### src/rtl/cnt_updn_pkg.sv
// cnt_updn_pkg: shared constants and helpers for the up/down counter
//   CNT_DIR_UP / CNT_DIR_DN : values of countUpDown for each direction
//   clog2                   : ceil(log2(v)), sizes the prescaler counter
package cnt_updn_pkg;

    localparam logic CNT_DIR_UP = 1'b1;
    localparam logic CNT_DIR_DN = 1'b0;

    function automatic int clog2(input int v);
        int r;
        for (r = 0; (1 << r) < v; r++) begin
        end
        return r;
    endfunction

endpackage

### src/rtl/cnt_prescaler.sv
// cnt_prescaler: divides enabled cycles into count ticks
//   clk    in  : clock, rising edge
//   rst    in  : async reset, active-high, clears the phase counter
//   enable in  : advances the phase counter; low freezes it
//   clear  in  : sync clear of the phase counter (used by load)
//   tick   out : high on the enabled cycle that completes a PRESCALE period
module cnt_prescaler
    import cnt_updn_pkg::*;
#(
    parameter int PRESCALE = 1
) (
    input  logic clk,
    input  logic rst,
    input  logic enable,
    input  logic clear,
    output logic tick
);

    // A one-bit floor keeps the declaration legal for PRESCALE=1, where the
    // register is held at zero and tick collapses to enable.
    localparam int PW = (PRESCALE > 1) ? clog2(PRESCALE) : 1;
    localparam logic [PW-1:0] LAST = PW'(PRESCALE - 1);

    logic [PW-1:0] pcnt_q, pcnt_d;

    always_comb begin
        tick   = enable && (pcnt_q == LAST);
        pcnt_d = (PRESCALE == 1 || clear || tick) ? '0 : enable ? pcnt_q + PW'(1) : pcnt_q;
    end

    always_ff @(posedge clk or posedge rst) begin
        if (rst) pcnt_q <= '0;
        else     pcnt_q <= pcnt_d;
    end

endmodule

### src/rtl/count_up_down_mod.sv
// count_up_down_mod: modulo up/down counter with load, prescaler and terminal-count pulse
//   clk, rst (async, active-high), enable, countUpDown (1=up), load, load_val[WIDTH]
//   sat (only when CNT_UPDN_SAT_EN is defined: 1 = saturate at the limits instead of wrapping)
//   count[WIDTH] registered count, tc registered 1-cycle terminal-count pulse,
//   at_max / at_zero decodes of the count register
module count_up_down_mod
    import cnt_updn_pkg::*;
#(
    parameter int WIDTH    = 4,
    parameter int MAX      = 2**WIDTH - 1,
    parameter int PRESCALE = 1
) (
    input  logic             clk,
    input  logic             rst,
    input  logic             enable,
    input  logic             countUpDown,
    input  logic             load,
    input  logic [WIDTH-1:0] load_val,
`ifdef CNT_UPDN_SAT_EN
    input  logic             sat,
`endif
    output logic [WIDTH-1:0] count,
    output logic             tc,
    output logic             at_max,
    output logic             at_zero
);

    localparam logic [WIDTH-1:0] MAX_W = WIDTH'(MAX);

    logic [WIDTH-1:0] count_q, count_d, step_v, wrap_v, ld_v;
    logic             tc_q, tc_d, tick, up, lim, sat_on;

`ifdef CNT_UPDN_SAT_EN
    assign sat_on = sat;
`else
    assign sat_on = 1'b0;
`endif

    // Load clears the phase so the next period starts fresh after a load.
    cnt_prescaler #(.PRESCALE(PRESCALE)) u_pre (
        .clk    (clk),
        .rst    (rst),
        .enable (enable),
        .clear  (load),
        .tick   (tick)
    );

    always_comb begin
        at_max  = count_q == MAX_W;
        at_zero = count_q == '0;
        up      = countUpDown == CNT_DIR_UP;
        lim     = up ? at_max : at_zero;
        step_v  = up ? count_q + WIDTH'(1) : count_q - WIDTH'(1);
        wrap_v  = up ? '0 : MAX_W;
        ld_v    = (load_val > MAX_W) ? MAX_W : load_val;
        // A tick at the limit wraps (or holds when saturating) and always raises tc.
        count_d = load ? ld_v : !tick ? count_q : !lim ? step_v : sat_on ? count_q : wrap_v;
        tc_d    = !load && tick && lim;
    end

    always_ff @(posedge clk or posedge rst) begin
        if (rst) begin
            count_q <= '0;
            tc_q    <= 1'b0;
        end else begin
            count_q <= count_d;
            tc_q    <= tc_d;
        end
    end

    assign count = count_q;
    assign tc    = tc_q;

endmodule

### config.mk
export PLATFORM = sky130hd
export DESIGN_NAME = count_up_down_mod
export DESIGN_NICKNAME = d
export VERILOG_FILES = /design/src/rtl/cnt_updn_pkg.sv /design/src/rtl/cnt_prescaler.sv /design/src/rtl/count_up_down_mod.sv
export SDC_FILE = /design/constraint.sdc
export NUM_CORES = 1
export LEC_CHECK = 0
export CAP_MARGIN = 5
export CORE_AREA = 3 3 40 42
export CTS_BUF_LIST = sky130_fd_sc_hd__clkbuf_4 sky130_fd_sc_hd__clkbuf_8 sky130_fd_sc_hd__clkbuf_16
export DETAILED_ROUTE_END_ITERATION = 8
export DIE_AREA = 0 0 43 45
export GPL_ROUTABILITY_DRIVEN = 0
export SYNTH_ARGS = -nofsm -noshare
export SYNTH_HDL_FRONTEND = slang
export SYNTH_SLANG_ARGS = --single-unit
### constraint.sdc
create_clock -name clk -period 2.72 [get_ports clk]
set_clock_uncertainty 0.05 [all_clocks]
set_input_delay 0.544 -clock clk [delete_from_list [all_inputs] [get_ports clk]]
set_output_delay 0.544 -clock clk [all_outputs]
set_load 0.05 [all_outputs]
==> results_tabular.tex <==
\begin{tabular}{lr}
\hline
Metric & Value \\
\hline
\multicolumn{2}{l}{\textbf{Global route}} \\
\quad Largest net degree at the start of global routing & 10 \\
\quad Total global routing track utilization & 0.0997 \\
\quad GRT overflow & 0 \\
\quad Wire length of the first global-routing pass & 1350 microns \\
\quad Number of global-route vias before repair & 302 \\
\quad Antenna violations before repair & 0 \\
\multicolumn{2}{l}{\textbf{Pwr}} \\
\quad Switching fraction of total power & 0.395 \\
\quad Leakage component of the power & 0.000233 uW \\
\quad Internal power & 236 uW \\
\quad Pwr/cell area & 676 nW/um\^{}2 \\
\quad Fraction of power consumed by the clock network & 0.244 \\
\quad Peak supply drop & 0.276 mV \\
\quad Net switching power & 154 uW \\
\quad Sequential fraction of design power & 0.287 \\
\quad Proportion of power drawn by combinational gates & 0.468 \\
\multicolumn{2}{l}{\textbf{Timing}} \\
\quad Worst slew pin tran & 0.502 ns \\
\quad Hold Vio Cnt, Final & 0 \\
\quad Final Max Tran Viols & 0 \\
\quad Worst max-slew margin expressed relative to the limit & 0.664 \\
\quad Share of the clock period used by the worst path after layout & 0.915 \\
\quad RSZ-0062 raised after global routing & false \\
\quad Number of setup violations in the final report & 0 \\
\quad Minimum period implied by the final worst setup slack & 2.49 ns \\
\quad Final-layout setup total negative slack & 0 ns \\
\quad Max Fclk & 402 MHz \\
\multicolumn{2}{l}{\textbf{Setup path}} \\
\quad Critical Path Start & count[1] \\
\quad Reg-to-reg critical path startpoint & count[0] \\
\quad Maximum cell stage delay along the critical path & 0.85 ns \\
\quad Count of buffering cells on the critical path with inverters included & 1 \\
\quad Worst Reg2Reg Path Length in Cells & 4 \\
\quad Worst reg2reg setup slack & 1.09 ns \\
\quad Capture point of the critical path & at\_zero \\
\quad Cell type group with the largest total delay on the critical path & buffers and inverters \\
\quad Reg-to-Reg End & count[2] \\
\quad Cells along the critical path & nor4\_4 -> clkdlybuf4s50\_1 \\
\quad Crit Path Max Fanout & 6 \\
\quad Classification of the worst setup path & register to primary output \\
\quad Max stage delay cell, worst path & sky130\_fd\_sc\_hd\_\_clkdlybuf4s50\_1 \\
\quad Critical Path Sink Type & primary output \\
\quad Signal arrival time at the worst endpoint & 1.90 ns \\
\quad Critical Path RT & 2.13 ns \\
\quad Number of stages on the worst setup path & 2 \\
\quad Startpoint type of the worst setup path & register \\
\multicolumn{2}{l}{\textbf{Min path}} \\
\quad Worst hold path type & primary input to asynchronous set/reset pin \\
\multicolumn{2}{l}{\textbf{Cells and area}} \\
\quad Share of post-route cells with drive strength above 1 & 0.179 \\
\quad Synthesis-to-layout area growth & 51.1\% \\
\quad Layout Utilization & 0.449 \\
\quad Commonest non-fill, non-tap cell in the layout & sky130\_fd\_sc\_hd\_\_clkdlybuf4s50\_1 \\
\quad Commonest non-fill, non-tap cells in the layout & sky130\_fd\_sc\_hd\_\_clkdlybuf4s50\_1 (15), sky130\_fd\_sc\_hd\_\_nand2\_1 (5), sky130\_fd\_sc\_hd\_\_dfrtp\_1 (5) \\
\quad Antenna cell count & 0 \\
\quad Nets & 69 \\
\multicolumn{2}{l}{\textbf{Place}} \\
\quad Number of buffers added on ports & 15 \\
\quad DP Wirelength & 672 microns \\
\multicolumn{2}{l}{\textbf{Synth}} \\
\quad Share of the yosys chip area belonging to registers & 0.328 \\
\quad Syn\_nets & 50 \\
\quad Syn. warnings & 0 \\
\quad Synth Instances & 38 \\
\quad Yosys cell types & 18 \\
\quad Synthesized area per cell & 10.0 sq um \\
\quad Cell area after technology mapping & 382 sq um \\
\quad Flops \& latches, synth & 5 \\
\multicolumn{2}{l}{\textbf{Detailed routing}} \\
\quad Antenna-violating nets left & 0 \\
\quad \# DRC & 0 \\
\quad Total wirelength of the detailed-routed design & 825 microns \\
\quad Detail-routed net length per standard cell & 11.6 microns \\
\quad Detailed-routing iteration count for the pre-antenna-repair pass & 4 \\
\quad Number of DRC violations after detailed-routing iteration 0 & 13 \\
\quad Detail-routed via count per cell & 4.83 \\
\quad Total vias in the final route & 343 \\
\multicolumn{2}{l}{\textbf{Floorplanning}} \\
\quad Die Area & 1940 sq um \\
\quad Die Width & 43 microns \\
\quad Die Height & 45 microns \\
\quad Area inside the core boundary & 1280 sq um \\
\quad Number of ports placed on the die boundary & 16 \\
\quad Placement row count & 13 \\
\quad Starting Density & 0.297 \\
\multicolumn{2}{l}{\textbf{Clocking}} \\
\quad Post-CTS Setup Inserts & 0 \\
\quad Source-to-sink clock delay at the later pin of the worst-skew pair & 0.24 ns \\
\quad H-Tree Level Count & 1 \\
\quad Clock transition time at the flip-flop clock pins of the worst setup and hold paths & 0.04 ns \\
\quad Clk buf depth & 2 \\
\quad Clock tree from TritonCTS & built \\
\quad Number of clock sinks seen by CTS & 5 \\
\quad CTS Hold Buffers Added & 0 \\
\quad Total clock buffers created by CTS & 3 \\
\quad Master cell of the clock root buffer & sky130\_fd\_sc\_hd\_\_clkbuf\_4 \\
\quad Post-cts sizing count & 0 \\
\multicolumn{2}{l}{\textbf{Run status}} \\
\quad Result of the run & complete, no violations \\
\multicolumn{2}{l}{\textbf{Job}} \\
\quad Max cap viols & 0 \\
\hline
\end{tabular}
[area by class of cell]
type	instances	area [sq um]
tap	15	18.8
fill	139	708
timing repair buffer	15	150
clock buffer	4	30.0
sequential	5	125
multi-input combinational	29	241
inverter	3	11.3
[per-stage QoR]
stage               hold WS (ns)  cells  instance area [sq um]  total power, uW  setup slack, ns
global placement           0.702     67                    547              298            0.345
finish                     0.448     71                    577              390            0.231
detailed placement         0.706     67                    547              297            0.324
global route               0.468     71                    577              416            0.178
floorplan                  0.273     38                    382              239            0.744
CTS                        0.451     71                    577              394            0.212
[Yosys cell counts (all sizes together)]
cell | n | area (sq um)
ha | 2 | 25.0
a2bb2oi | 1 | 15.0
clkbuf | 1 | 3.75
a221o | 1 | 10.0
nor3b | 3 | 22.5
xnor2 | 4 | 35.0
nand2b | 1 | 6.26
dfrtp | 5 | 125
o21ai | 2 | 10.0
nor4 | 1 | 21.3
nand2 | 5 | 18.8
a21oi | 6 | 37.5
a21o | 1 | 8.76
inv | 3 | 11.3
fa | 1 | 20.0
and4 | 1 | 11.3
[worst min path at each step]
stage	from	endpoint	cells after the start
2_1_floorplan	rst	count[0]	1
3_3_place_gp	rst	count[0]	2
3_5_place_dp	rst	count[0]	2
4_1_cts	rst	count[2]	2
5_1_grt	rst	count[0]	2
6_report	rst	count[2]	2
[flip-flops by register name, indices dropped and copies added (netlist names)]
signal,flops
tc,1
count,4
[metal layers]
metal	vias to the layer above	track usage	wire length [microns]
met5	-	0	0
met2	14	0.123	325
met1	155	0.135	405
li1	172	-	-
met3	2	0.0319	70
met4	0	0.0904	23
[power by group through the flow]
stage	sequential, uW	clock, uW	combinational (uW)
final	112	95.3	183
after global routing	115	106	195
after CTS	112	97.4	184
after detailed placement	113	0	184
after global placement	114	0	184
after floorplan	148	0	90.9
[logic make-up (layout without fill, tap and decap cells)]
kind of cell	after synthesis	after routing	share of synthesized area
AO/OA/AOI/OAI	11	11	0.213
XOR/XNOR	4	4	0.0918
adder cells (fa/ha/maj)	3	3	0.118
AND/OR/NAND/NOR	11	11	0.210
buffers and inverters	4	22	0.0393
flip-flops	5	5	0.328
(Power assumes the default switching activity.)
